## config.mk

```make
export PLATFORM = sky130hd
export DESIGN_NAME = vga_scanout_flat
export DESIGN_NICKNAME = d
export VERILOG_FILES = /design/src/rtl/vga_scanout_if.sv /design/src/rtl/vga_scanout.sv /design/src/flat_wrapper.sv
export SDC_FILE = /design/constraint.sdc
export NUM_CORES = 1
export LEC_CHECK = 0
export ABC_CLOCK_PERIOD_IN_PS = 3750
export BUFFER_PORTS_ARGS = -buffer_cell sky130_fd_sc_hd__buf_2
export CAP_MARGIN = 20
export CORE_MARGIN = 3
export CORE_UTILIZATION = 35
export CTS_CLUSTER_DIAMETER = 100
export DETAILED_ROUTE_END_ITERATION = 16
export PLACE_DENSITY_LB_ADDON = 0.15
export SYNTH_ARGS = -nofsm -noshare
export SYNTH_HDL_FRONTEND = slang
export SYNTH_SLANG_ARGS = --single-unit
export TNS_END_PERCENT = 5
```

## constraint.sdc

```tcl
create_clock -name clock -period 3.75 [get_ports clock]
set_input_delay 0.1875 -clock clock [delete_from_list [all_inputs] [get_ports clock]]
set_output_delay 0.1875 -clock clock [all_outputs]
set_load 0.02 [all_outputs]
```

## src/rtl/vga_scanout_if.sv

```systemverilog
// vga_scanout_if
//   Groups the video RAM read port and the video output signals that
//   vga_scanout drives.
//   master : used by vga_scanout (drives address and video outputs, reads RAM data)
//   slave  : used by the RAM/display side (drives RAM data, reads the rest)
//   Signals:
//     vram_address  14  read address to video RAM
//     vram_data      8  RAM data, valid one clock after vram_address is sampled
//     pixel          1  serial pixel, 1 = foreground
//     hsync          1  horizontal sync, active low
//     vsync          1  vertical sync, active low
//     video_active   1  pixel lies inside the visible area
//     vblank_irq     1  one-clock pulse at the start of the first blanked line
interface vga_scanout_if;
  logic [13:0] vram_address;
  logic [7:0]  vram_data;
  logic        pixel;
  logic        hsync;
  logic        vsync;
  logic        video_active;
  logic        vblank_irq;

  modport master (
    output vram_address,
    input  vram_data,
    output pixel,
    output hsync,
    output vsync,
    output video_active,
    output vblank_irq
  );

  modport slave (
    input  vram_address,
    output vram_data,
    input  pixel,
    input  hsync,
    input  vsync,
    input  video_active,
    input  vblank_irq
  );
endinterface

```

## src/rtl/vga_scanout.sv

```systemverilog
// vga_scanout
//   Generates VGA timing from the pixel clock and serialises a 1bpp
//   framebuffer held in video RAM, doubled 2x horizontally and vertically.
//   Each fetched byte covers 16 screen pixels, MSB first; each source line
//   is shown on two consecutive screen lines.
//   Ports:
//     clock    in  pixel clock, rising edge
//     reset_n  in  asynchronous active-low reset
//     bus      vga_scanout_if.master (RAM read port and video outputs)
//   Pipeline: counter state -> stage 1 -> stage 2 -> registered outputs,
//   so every output is exactly 3 clocks behind the counters that define it.
//   H_VISIBLE is expected to be a multiple of 16.
module vga_scanout #(
  parameter int          H_VISIBLE      = 640,
  parameter int          H_FRONT        = 16,
  parameter int          H_SYNC         = 96,
  parameter int          H_BACK         = 48,
  parameter int          V_VISIBLE      = 480,
  parameter int          V_FRONT        = 10,
  parameter int          V_SYNC         = 2,
  parameter int          V_BACK         = 33,
  parameter logic [13:0] BASE_ADDRESS   = 14'h0000,
  parameter int          BYTES_PER_LINE = 40
) (
  input logic          clock,
  input logic          reset_n,
  vga_scanout_if.master bus
);

  localparam int H_TOTAL = H_VISIBLE + H_FRONT + H_SYNC + H_BACK;
  localparam int V_TOTAL = V_VISIBLE + V_FRONT + V_SYNC + V_BACK;
  localparam int HW      = $clog2(H_TOTAL);
  localparam int VW      = $clog2(V_TOTAL);

  localparam logic [HW-1:0] H_LAST   = HW'(H_TOTAL - 1);
  localparam logic [HW-1:0] H_VIS    = HW'(H_VISIBLE);
  localparam logic [HW-1:0] HS_START = HW'(H_VISIBLE + H_FRONT);
  localparam logic [HW-1:0] HS_END   = HW'(H_VISIBLE + H_FRONT + H_SYNC - 1);
  localparam logic [VW-1:0] V_LAST   = VW'(V_TOTAL - 1);
  localparam logic [VW-1:0] V_VIS    = VW'(V_VISIBLE);
  localparam logic [VW-1:0] VS_START = VW'(V_VISIBLE + V_FRONT);
  localparam logic [VW-1:0] VS_END   = VW'(V_VISIBLE + V_FRONT + V_SYNC - 1);

  logic [HW-1:0] h_count, h_next;
  logic [VW-1:0] v_count, v_next;
  logic          fetch_next;
  logic [13:0]   fetch_addr;
  logic          active0, hsync0, vsync0, irq0;

  logic          act1, load1, even1, hs1, vs1, irq1;
  logic          act2, hs2, vs2, irq2;
  logic [7:0]    shreg;

  logic [13:0]   vram_address_q;
  logic          pixel_q, hsync_q, vsync_q, active_q, irq_q;

  always_comb begin
    h_next = (h_count == H_LAST) ? '0 : h_count + 1'b1;
    v_next = v_count;
    if (h_count == H_LAST) begin
      v_next = (v_count == V_LAST) ? '0 : v_count + 1'b1;
    end
    // Address of byte k must be on the bus while the counter sits at x=16k,
    // so it is registered on the edge that moves the counter there.
    fetch_next = (h_next < H_VIS) && (v_next < V_VIS) && (h_next[3:0] == 4'd0);
    fetch_addr = BASE_ADDRESS + 14'(v_next >> 1) * 14'(BYTES_PER_LINE) + 14'(h_next >> 4);

    active0 = (h_count < H_VIS) && (v_count < V_VIS);
    hsync0  = !((h_count >= HS_START) && (h_count <= HS_END));
    vsync0  = !((v_count >= VS_START) && (v_count <= VS_END));
    irq0    = (h_count == '0) && (v_count == V_VIS);
  end

  always_ff @(posedge clock or negedge reset_n) begin
    if (!reset_n) begin
      h_count        <= '0;
      v_count        <= '0;
      vram_address_q <= BASE_ADDRESS;
      act1           <= 1'b0;
      load1          <= 1'b0;
      even1          <= 1'b0;
      hs1            <= 1'b1;
      vs1            <= 1'b1;
      irq1           <= 1'b0;
      act2           <= 1'b0;
      hs2            <= 1'b1;
      vs2            <= 1'b1;
      irq2           <= 1'b0;
      shreg          <= 8'h00;
      pixel_q        <= 1'b0;
      hsync_q        <= 1'b1;
      vsync_q        <= 1'b1;
      active_q       <= 1'b0;
      irq_q          <= 1'b0;
    end else begin
      h_count <= h_next;
      v_count <= v_next;
      if (fetch_next) begin
        vram_address_q <= fetch_addr;
      end

      act1  <= active0;
      load1 <= active0 && (h_count[3:0] == 4'd0);
      even1 <= !h_count[0];
      hs1   <= hsync0;
      vs1   <= vsync0;
      irq1  <= irq0;

      // RAM data for byte k is valid while stage 1 holds x=16k; it then feeds
      // the pixel stage from x=16k onward, shifting after each odd pixel.
      if (load1) begin
        shreg <= bus.vram_data;
      end else if (act1 && even1) begin
        shreg <= {shreg[6:0], 1'b0};
      end

      act2 <= act1;
      hs2  <= hs1;
      vs2  <= vs1;
      irq2 <= irq1;

      pixel_q  <= act2 && shreg[7];
      active_q <= act2;
      hsync_q  <= hs2;
      vsync_q  <= vs2;
      irq_q    <= irq2;
    end
  end

  assign bus.vram_address = vram_address_q;
  assign bus.pixel        = pixel_q;
  assign bus.hsync        = hsync_q;
  assign bus.vsync        = vsync_q;
  assign bus.video_active = active_q;
  assign bus.vblank_irq   = irq_q;

endmodule

```

## src/flat_wrapper.sv

```systemverilog
// flat-port wrapper written by rule: the top's interface ports become plain ports
module vga_scanout_flat 
#(
  parameter int          H_VISIBLE      = 640,
  parameter int          H_FRONT        = 16,
  parameter int          H_SYNC         = 96,
  parameter int          H_BACK         = 48,
  parameter int          V_VISIBLE      = 480,
  parameter int          V_FRONT        = 10,
  parameter int          V_SYNC         = 2,
  parameter int          V_BACK         = 33,
  parameter logic [13:0] BASE_ADDRESS   = 14'h0000,
  parameter int          BYTES_PER_LINE = 40
)
  (clock, reset_n, bus_vram_address, bus_vram_data, bus_pixel, bus_hsync, bus_vsync, bus_video_active, bus_vblank_irq);
  vga_scanout_if bus_i ();
  input logic clock;
  input logic reset_n;
  output wire logic [$bits(bus_i.vram_address)-1:0] bus_vram_address;
  input wire logic [$bits(bus_i.vram_data)-1:0] bus_vram_data;
  output wire logic [$bits(bus_i.pixel)-1:0] bus_pixel;
  output wire logic [$bits(bus_i.hsync)-1:0] bus_hsync;
  output wire logic [$bits(bus_i.vsync)-1:0] bus_vsync;
  output wire logic [$bits(bus_i.video_active)-1:0] bus_video_active;
  output wire logic [$bits(bus_i.vblank_irq)-1:0] bus_vblank_irq;
  assign bus_vram_address = bus_i.vram_address;
  assign bus_i.vram_data = bus_vram_data;
  assign bus_pixel = bus_i.pixel;
  assign bus_hsync = bus_i.hsync;
  assign bus_vsync = bus_i.vsync;
  assign bus_video_active = bus_i.video_active;
  assign bus_vblank_irq = bus_i.vblank_irq;
  vga_scanout #(.H_VISIBLE(H_VISIBLE), .H_FRONT(H_FRONT), .H_SYNC(H_SYNC), .H_BACK(H_BACK), .V_VISIBLE(V_VISIBLE), .V_FRONT(V_FRONT), .V_SYNC(V_SYNC), .V_BACK(V_BACK), .BASE_ADDRESS(BASE_ADDRESS), .BYTES_PER_LINE(BYTES_PER_LINE)) u_core (.clock(clock), .reset_n(reset_n), .bus(bus_i));
endmodule
```

==> run_results.csv, run 1 <==
group,metric,value,unit
pwr,powerDensity,293,mW/mm^2
clock_tree,clk_pin_slew,0.07,ns
worst_setup_path,reg2reg_to,"u_core.bus.vram_address[11]",
worst_setup_path,crit_chain,"or4_4, nor4_4, and2b_1, o21ai_2, o31ai_4, ha_1, ha_2, inv_2, fa_2, nor4_4, nor3b_4, nand2_1, xnor2_1, mux2_4",
sta,worst_hold_slack,-0.0210,ns
die,die_y,102,um
worst_setup_path,path_delay_family,"simple AND/OR/NAND/NOR gates",
worst_hold_path,hp-class,"in -> async",
sta,finalWorstSetupSlack,-0.0383,ns
outcome,violations,"hold timing, setup timing",
pwr,p_int,948,uW
clock_tree,holdBufCountCts,0,
cells_and_area,finalNetCount,406,
sta,hold_viol,11,
die,rows,34,
grt,grt_pass1_vias,2394,
yosys,async_reset_ff_share,100,%
grt,grt_use_total,14.3,%
yosys,synth_area_leaders,"dfrtp_1, ha_1, dfstp_2",
worst_setup_path,reg2reg_depth,14,
clock_tree,cts-htree-levels,3,
worst_setup_path,cp.arrival,4.02,ns
placement,dp_hpwl,5030,um
worst_setup_path,cp.depth,14,
worst_setup_path,worst-setup-path-type,"reg -> reg",
cells_and_area,drive_gt1_share,39.1,%
drt,finalWirelength,7030,um
clock_tree,insertion_delay,0.34,ns
worst_setup_path,cpMostUsedCell,"nor4_4",
yosys,yosysSeqAreaShare,44.9,%
cells_and_area,final_cells,484,
clock_tree,cts_buffer_depth,2,
pwr,swShare,22.8,%
yosys,synth_cell_types,54,
sta,skew,0.0102,ns
grt,grt_pass1_wl,11500,um
worst_setup_path,crit_start,"u_core.v_count[6]",
sta,relSlewSlack,52.3,%
die,die_x,102,um
placement,place_inst,467,
yosys,synth_edf_count,0,
cells_and_area,diodes,0,
grt,grt_max_degree,58,
yosys,synth_top_area_share,39.9,%
yosys,ys_seq_elements,57,
drt,wire_per_inst,14.5,um
worst_setup_path,r2r_slack,-0.04,ns
drt,post-route-drc-count,0,
pwr,pwr-share-comb,1.8,%
drt,final_antenna_net_count,0,
pwr,p_seq_share,50.2,%
grt,grt-ovfl-total,0,
pwr,p_leak,1.96,nW
die,io_pins,29,
placement,place_congestion,0.866,
pwr,power.switching,280,uW
sta,fin_crit,3.79,ns
sta,worst_pin_slew,0.716,ns
worst_setup_path,path_buf_inv,1,
drt,drtIter0Drc,97,
cells_and_area,design_area,0.00419,mm^2
worst_setup_path,cpPeakStageDelay,0.55,ns
sta,setup_viol,1,
sta,fin_crit_sh,101,%
placement,dpl_cell_area,0.00379,mm^2
die,die-area,0.0103,mm^2
outcome,status,"complete, but fails checks",
sta,finalMaxSlewViolations,0,
yosys,synth_top_area_cell,"dfrtp_1",
yosys,syn_nets,327,
yosys,yosysWarningCount,0,
drt,viasPerCell,5.10,
die,core_region_area,0.00881,mm^2
worst_setup_path,slowest_stage,"or4_4",
grt,antenna_found_initial,0,
clock_tree,cts_root_buf,"clkbuf_8",
clock_tree,cts_tree,"yes",
worst_setup_path,r2r_start,"u_core.v_count[6]",
yosys,synthCells,292,
yosys,synth_area_per_cell,10.9,um^2
yosys,synth_flop_cell,"dfrtp_1",
sta,max_freq,0.264,GHz
worst_setup_path,required,3.98,ns
job,maxCapViolations,0,
sta,rsz0062_at_grt,"true",
pwr,clkPwrFrac,48.0,%
die,start_util,36.3,%
worst_setup_path,start_kind,"flip-flop",
drt,dr_total_vias,2469,
worst_setup_path,worstPathMaxFanout,3,
clock_tree,cts_inserted_buffers,9,
worst_setup_path,cp-end-kind,"flip-flop",
drt,dr.pass1.iters,4,
pwr,vdd_ir_drop_max,0.130,mV
placement,portBuffers,28,
cells_and_area,syn2layout_area_growth,31.0,%
clock_tree,cts_sinks,57,
yosys,synth_area,0.00320,mm^2
==> worst max path at each step <==
| stage | end | slack (ns) |
|---|---|---|
| 2_1_floorplan | u_core.bus.vram_address[11] | -0.13 |
| 6_report | u_core.bus.vram_address[11] | -0.04 |
| 4_1_cts | u_core.bus.vram_address[12] | -0.11 |
| 3_3_place_gp | u_core.bus.vram_address[11] | -0.12 |
| 3_5_place_dp | u_core.bus.vram_address[11] | -0.14 |
| 5_1_grt | u_core.bus.vram_address[11] | -0.21 |
==> power by group through the flow <==
stage / combinational [mW] / sequential, mW / clock [mW]
6_report: 0.0219 / 0.617 / 0.589
5_1_grt: 0.0265 / 0.617 / 0.643
4_1_cts: 0.0238 / 0.617 / 0.613
3_5_place_dp: 0.0238 / 0.628 / 0
3_3_place_gp: 0.0234 / 0.628 / 0
2_1_floorplan: 0.00346 / 0.629 / 0
==> sequential cells by signal, summed over array words and instances, names as in the netlist, 8 cells and up <==
signal and flops:
u_core.bus.vram_address 14, u_core.h_count 10, u_core.v_count 10, u_core.shreg 8
==> cells in the final DEF, fill, tap and decap left out, types with 3 or more instances in the layout <==
cell type and n:
nor3_1 8, nor4_1 3, mux2_4 9, dfstp_2 6, nand3_1 8, nor4_4 3
dfrtp_1 51, ha_4 3, nand2_1 24, buf_2 28, clkbuf_8 10, ha_1 18
o21a_1 4, o21ai_2 3, inv_1 15, nor2_1 7, and4_1 3, and2_1 3
mux2i_1 9, a21oi_1 5, nand4_1 8, buf_4 50, mux2_2 4, xor2_1 7
o21ai_0 15, xnor2_1 11
==> per-layer routing <==
| metal | GRT usage, % | up-vias | part of all wire [%] |
|---|---|---|---|
| met4 | 4.70 | 0 | 1.5 |
| met2 | 23.1 | 44 | 49 |
| met1 | 18.5 | 1213 | 46 |
| met3 | 3.72 | 8 | 3.7 |
| li1 | - | 1204 | - |
| met5 | 0 | - | 0 |
==> metrics by stage <==
stage / worst slack (ns) / hold WS, ns / total power [mW] / setup TNS (ns) / utilization, %
2_1_floorplan: -0.129 / -0.108 / 0.633 / -0.177 / -
3_3_place_gp: -0.123 / 0.332 / 0.652 / -0.292 / 43.1
3_5_place_dp: -0.140 / 0.336 / 0.652 / -0.326 / 43.1
4_1_cts: -0.109 / 0.0210 / 1.25 / -0.300 / 46.5
5_1_grt: -0.209 / 0.0420 / 1.29 / -0.764 / 47.6
6_report: -0.0383 / -0.0210 / 1.23 / -0.0383 / 47.6
==> layout make-up <==
type                            count  area [um^2]
Fill cell                         820         4620
Multi-Input combinational cell    209         1840
Sequential cell                    57         1430
Timing Repair Buffer               78          515
Clock buffer                       10          138
Tap cell                          108          135
Clock inverter                      6         67.6
Inverter                           16         60.1
==> cells by family after synthesis <==
| kind of cell | count (synthesis) | synth area share [%] |
|---|---|---|
| adders and majority gates | 25 | 10.3 |
| AOI/OAI and AO/OA | 50 | 10.4 |
| buffers and inverters | 26 | 3.84 |
| DFF | 57 | 44.9 |
| muxes | 22 | 8.45 |
| xor gates and xnor gates | 21 | 5.75 |
| and+or+nand+nor | 91 | 16.5 |
==> synth_stat cells, types with 2 or more instances <==
cell type   n
a21oi_1     6
clkbuf_1    7
nand4b_1    2
o21a_1      4
nor3b_1     2
nand3_1     8
inv_1      16
dfrtp_1    51
nor3_1      8
mux2i_1     9
mux2_4      9
dfstp_2     6
fa_1        2
a21o_1      2
xnor2_1    13
and2_1      3
and2b_1     2
o22ai_1     2
nor4_1      6
nand4_1     8
nand2b_1    2
o31ai_1     2
ha_1       23
xor2_1      8
or4_1       2
a221oi_1    3
mux2_2      4
nand2_1    24
o21ai_0    20
or2_2       2
nor2_1      9
and4_1      3
nor2b_1     3
==> repair_timing <==
action | in CTS | in global routing
buffers inserted | 0 | 1
resized for setup | 20 | 15
setup endpoints to repair | 5 | 6
pin swaps | 13 | 8
Power figures use the tool's default switching activity.
==> inputs of run 2 (changes only) <==
Settings changed: ABC_CLOCK_PERIOD_IN_PS 3750 to 4400, SKIP_CTS_REPAIR_TIMING set to 1.
Clock period 3.75 ns to 4.4 ns, I/O delays scaled along.
==> run_results.csv, run 2 (same netlist as run 1, synthesis figures left out) <==
group,metric,value,unit
outcome,status,"completed",
job,maxCapViolations,0,
cells_and_area,diodes,0,
clock_tree,insertion_delay,0.33,ns
sta,setup_viol,0,
sta,skew,0.00592,ns
worst_setup_path,cp.arrival,4.32,ns
clock_tree,clk_pin_slew,0.07,ns
clock_tree,cts-htree-levels,3,
placement,dpl_cell_area,0.00351,mm^2
sta,fin_crit,4.10,ns
cells_and_area,regArea,0.00143,mm^2
sta,max_freq,0.244,GHz
clock_tree,cts_buffer_depth,2,
placement,dp_hpwl,4710,um
sta,hold_viol,0,
cells_and_area,layout_common_cells,"dfrtp_1, buf_2, nand2_1, ha_1, o21ai_0",
drt,post-route-drc-count,0,
clock_tree,cts_root_buf,"clkbuf_8",
sta,finalMaxSlewViolations,0,
pwr,vdd_ir_drop_max,0.131,mV
pwr,powerDensity,263,mW/mm^2
die,die-area,0.0103,mm^2
sta,worst_pin_slew,0.719,ns
worst_hold_path,hp-class,"in -> async",
grt,grt-ovfl-total,0,
cells_and_area,finalNetCount,370,
grt,grt_pass1_vias,2262,
sta,fin_crit_sh,93.2,%
placement,portBuffers,28,
drt,drtIter0Drc,141,
grt,grt_use_total,14.0,%
cells_and_area,syn2layout_area_growth,15.5,%
sta,relSlewSlack,52.1,%
drt,wire_per_inst,14.2,um
worst_setup_path,worst-setup-path-type,"reg -> reg",
die,start_util,36.3,%
die,core_region_area,0.00881,mm^2
die,die_x,102,um
sta,finalSetupTns,0,ns
grt,grt_pass1_wl,11300,um
grt,grt_max_degree,58,
pwr,p_leak,1.73,nW
die,rows,34,
pwr,power.total,971,uW
worst_setup_path,start_kind,"flip-flop",
drt,dr.pass1.iters,4,
die,die_y,102,um
cells_and_area,largest_register_ffs,14,
cells_and_area,fillers,870,
die,io_pins,29,
cells_and_area,multi_input_area,0.00165,mm^2
worst_setup_path,cp-end-kind,"flip-flop",
clock_tree,cts_sinks,57,
cells_and_area,final_common_cell,"dfrtp_1",
drt,viasPerCell,5.04,
cells_and_area,design_area,0.00369,mm^2
drt,dr_total_vias,2260,
placement,pre_cts_ws,0.219,ns
cells_and_area,drive_gt1_share,24.7,%
drt,finalWirelength,6370,um
worst_setup_path,required,4.62,ns
drt,final_antenna_net_count,0,
clock_tree,cts_inserted_buffers,9,
worst_setup_path,worstPathMaxFanout,10,
sta,finalWorstSetupSlack,0.300,ns
placement,place_congestion,0.873,
clock_tree,cts_tree,"yes",
sta,rsz0062_at_grt,"false",
grt,antenna_found_initial,0,
==> run 2: critical path, stage by stage, from the launching register on <==
cell	delay, ns
dfrtp_1	0.48
or4b_4	0.63
nor3_4	0.23
nand2b_1	0.13
o31ai_1	0.30
ha_1	0.29
ha_1	0.23
inv_1	0.07
fa_1	0.47
nor4_1	0.35
nor3b_1	0.29
nand2_1	0.10
xnor2_1	0.15
mux2_4	0.25
==> run 2: layer usage <==
layer | GRT usage (%) | vias to the layer above | wire length, um
met5 | 0 | - | 0
met4 | 4.91 | 0 | 103
met3 | 3.99 | 8 | 260
met2 | 22.3 | 53 | 2990
met1 | 18.2 | 1061 | 3020
li1 | - | 1138 | -
==> run 2: power breakdown <==
part | switching, mW | internal, mW
clock network | 0.209 | 0.217
logic | 0.0132 | 0.00536
registers | 0.000269 | 0.526
total | 0.223 | 0.748
==> run 2: area by class of cell <==
type,instances,area share (%)
clock inverter,5,0.847
sequential,57,38.8
tap,108,3.66
clock buffer,11,3.83
multi-input combinational,209,44.6
timing repair buffer,42,6.64
inverter,16,1.63
==> run 2: per-stage QoR <==
stage	instances	hold slack (ns)	util, %
after global placement	431	0.333	39.8
after floorplan	292	-0.0756	-
after CTS	447	0.0558	41.8
after detailed placement	431	0.335	39.8
final	448	0.0315	41.9
after global routing	448	0.0980	41.9
==> run 2: worst paths after layout <==
path                              startpoint                           to  slack (ns)  cells after the start
max                        u_core.h_count[5]  u_core.bus.vram_address[11]        0.30                     13
min                                  reset_n                  u_core.act2        0.03                      2
max reg2reg                u_core.h_count[5]  u_core.bus.vram_address[11]        0.30                     13
min reg2reg                      u_core.irq2        u_core.bus.vblank_irq        0.35                      0
max in group asynchronous            reset_n  u_core.bus.vram_address[11]        3.90                      2
min in group clock          bus_vram_data[0]              u_core.shreg[0]        0.09                      3
==> inputs of run 3 (changes only) <==
--- a/config.mk
+++ b/config.mk
@@ -14,3 +14,2 @@
 export DETAILED_ROUTE_END_ITERATION = 16
-export PLACE_DENSITY_LB_ADDON = 0.15
 export SKIP_CTS_REPAIR_TIMING = 1
--- a/constraint.sdc
+++ b/constraint.sdc
@@ -3,2 +3,2 @@
 set_output_delay 0.22 -clock clock [all_outputs]
-set_load 0.02 [all_outputs]
+set_load 0.005 [all_outputs]
==> run_results.csv, run 3 (same netlist as run 1, synthesis figures left out) <==
group,metric,value,unit
outcome,status,"completed",
sta,finalWorstSetupSlack,0.360,ns
worst_setup_path,r2r_start,"u_core.v_count[6]",
cells_and_area,layout_common_cells,"dfrtp_1, buf_2, nand2_1, ha_1, o21ai_0",
worst_setup_path,r2r_slack,0.36,ns
pwr,p_leak,1.77,nW
pwr,p_seq_share,48.3,%
clock_tree,cts-htree-levels,3,
die,die_x,102,um
die,die_y,102,um
sta,finalMaxSlewViolations,0,
cells_and_area,syn2layout_area_growth,18.4,%
grt,grt_pass1_vias,2316,
worst_setup_path,start_kind,"flip-flop",
drt,dr.pass1.iters,4,
worst_setup_path,cp.arrival,4.26,ns
die,rows,34,
grt,antenna_found_initial,0,
placement,place_inst,434,
grt,grt_pass1_wl,10700,um
worst_setup_path,worstPathMaxFanout,6,
sta,worst_pin_slew,0.728,ns
placement,portBuffers,28,
worst_setup_path,reg2reg_to,"u_core.bus.vram_address[11]",
drt,post-route-drc-count,0,
drt,wire_per_inst,13.5,um
die,core_region_area,0.00881,mm^2
worst_setup_path,worst-setup-path-type,"reg -> reg",
cells_and_area,final_common_cell,"dfrtp_1",
clock_tree,cts_inserted_buffers,9,
cells_and_area,regArea,0.00143,mm^2
pwr,clkPwrFrac,50.0,%
clock_tree,cts_sinks,57,
die,die-area,0.0103,mm^2
sta,skew,0.0116,ns
clock_tree,clk_pin_slew,0.07,ns
drt,dr_total_vias,2269,
clock_tree,cts_tree,"yes",
cells_and_area,fillers,832,
worst_setup_path,reg2reg_depth,15,
die,start_util,36.3,%
pwr,pwr-share-comb,1.7,%
drt,viasPerCell,5.04,
cells_and_area,final_util,43.0,%
pwr,vdd_ir_drop_max,0.131,mV
pwr,p_int,854,uW
pwr,power.total,1.09,mW
placement,place_congestion,0.874,
sta,hold_viol,0,
cells_and_area,final_cells,450,
placement,dpl_cell_area,0.00353,mm^2
worst_hold_path,hp-class,"in -> async",
sta,fin_crit,4.04,ns
cells_and_area,design_area,0.00379,mm^2
clock_tree,cts_buffer_depth,2,
cells_and_area,multi_input_area,0.00167,mm^2
sta,worst_hold_slack,0.0216,ns
cells_and_area,largest_register_ffs,14,
sta,setup_viol,0,
clock_tree,cts_root_buf,"clkbuf_8",
sta,relSlewSlack,51.5,%
grt,grt_use_total,13.1,%
cells_and_area,diodes,0,
cells_and_area,finalNetCount,372,
worst_setup_path,required,4.62,ns
die,io_pins,29,
clock_tree,insertion_delay,0.34,ns
cells_and_area,drive_gt1_share,26.6,%
sta,rsz0062_at_grt,"false",
placement,dp_hpwl,4520,um
worst_setup_path,cp-end-kind,"flip-flop",
sta,fin_crit_sh,91.8,%
sta,finalSetupTns,0,ns
drt,final_antenna_net_count,0,
pwr,power.switching,234,uW
placement,pre_cts_ws,0.263,ns
sta,max_freq,0.248,GHz
job,maxCapViolations,0,
grt,grt-ovfl-total,0,
grt,grt_max_degree,58,
pwr,swShare,21.5,%
drt,finalWirelength,6090,um
pwr,powerDensity,287,mW/mm^2
drt,drtIter0Drc,123,
[run 3: power by group through the flow]
stage	clock (mW)	combinational, mW	sequential [mW]
5_1_grt	0.592	0.0218	0.525
3_3_place_gp	0	0.0189	0.535
2_1_floorplan	0	0.00295	0.536
4_1_cts	0.562	0.0192	0.526
3_5_place_dp	0	0.0192	0.535
6_report	0.544	0.0182	0.526
[run 3: how the worst max path moves through the flow]
stage	start	end	slack, ns
final	u_core.v_count[6]	u_core.bus.vram_address[11]	0.36
after CTS	u_core.v_count[4]	u_core.bus.vram_address[11]	0.26
after detailed placement	u_core.v_count[6]	u_core.bus.vram_address[11]	0.26
after global routing	u_core.v_count[6]	u_core.bus.vram_address[11]	0.06
after global placement	u_core.v_count[4]	u_core.bus.vram_address[11]	0.38
after floorplan	u_core.h_count[5]	u_core.bus.vram_address[11]	0.37
[run 3: cell type report]
class	count	area share, %
clock buffer	9	3.27
clock inverter	7	2.71
inverter	16	1.59
multi-input combinational	209	44.1
sequential	57	37.9
tap	108	3.57
timing repair buffer	44	6.87
[run 3: per-layer routing]
layer	up-vias	track usage, %	routed length [um]
li1	1140	-	-
met1	1086	16.3	2950
met2	36	21.3	2860
met3	7	3.99	213
met4	0	4.70	63
met5	-	0	0
[run 3: critical path: stages, from the launching register on]
cell     delay [ns]
dfrtp_1        0.44
or4_1          0.51
nor4_1         0.18
buf_4          0.17
and2b_1        0.17
o21ai_0        0.14
o31ai_1        0.14
ha_1           0.31
ha_1           0.24
inv_1          0.08
fa_1           0.48
nor4_2         0.32
nor3b_2        0.25
nand2_1        0.10
xnor2_1        0.14
mux2_4         0.25
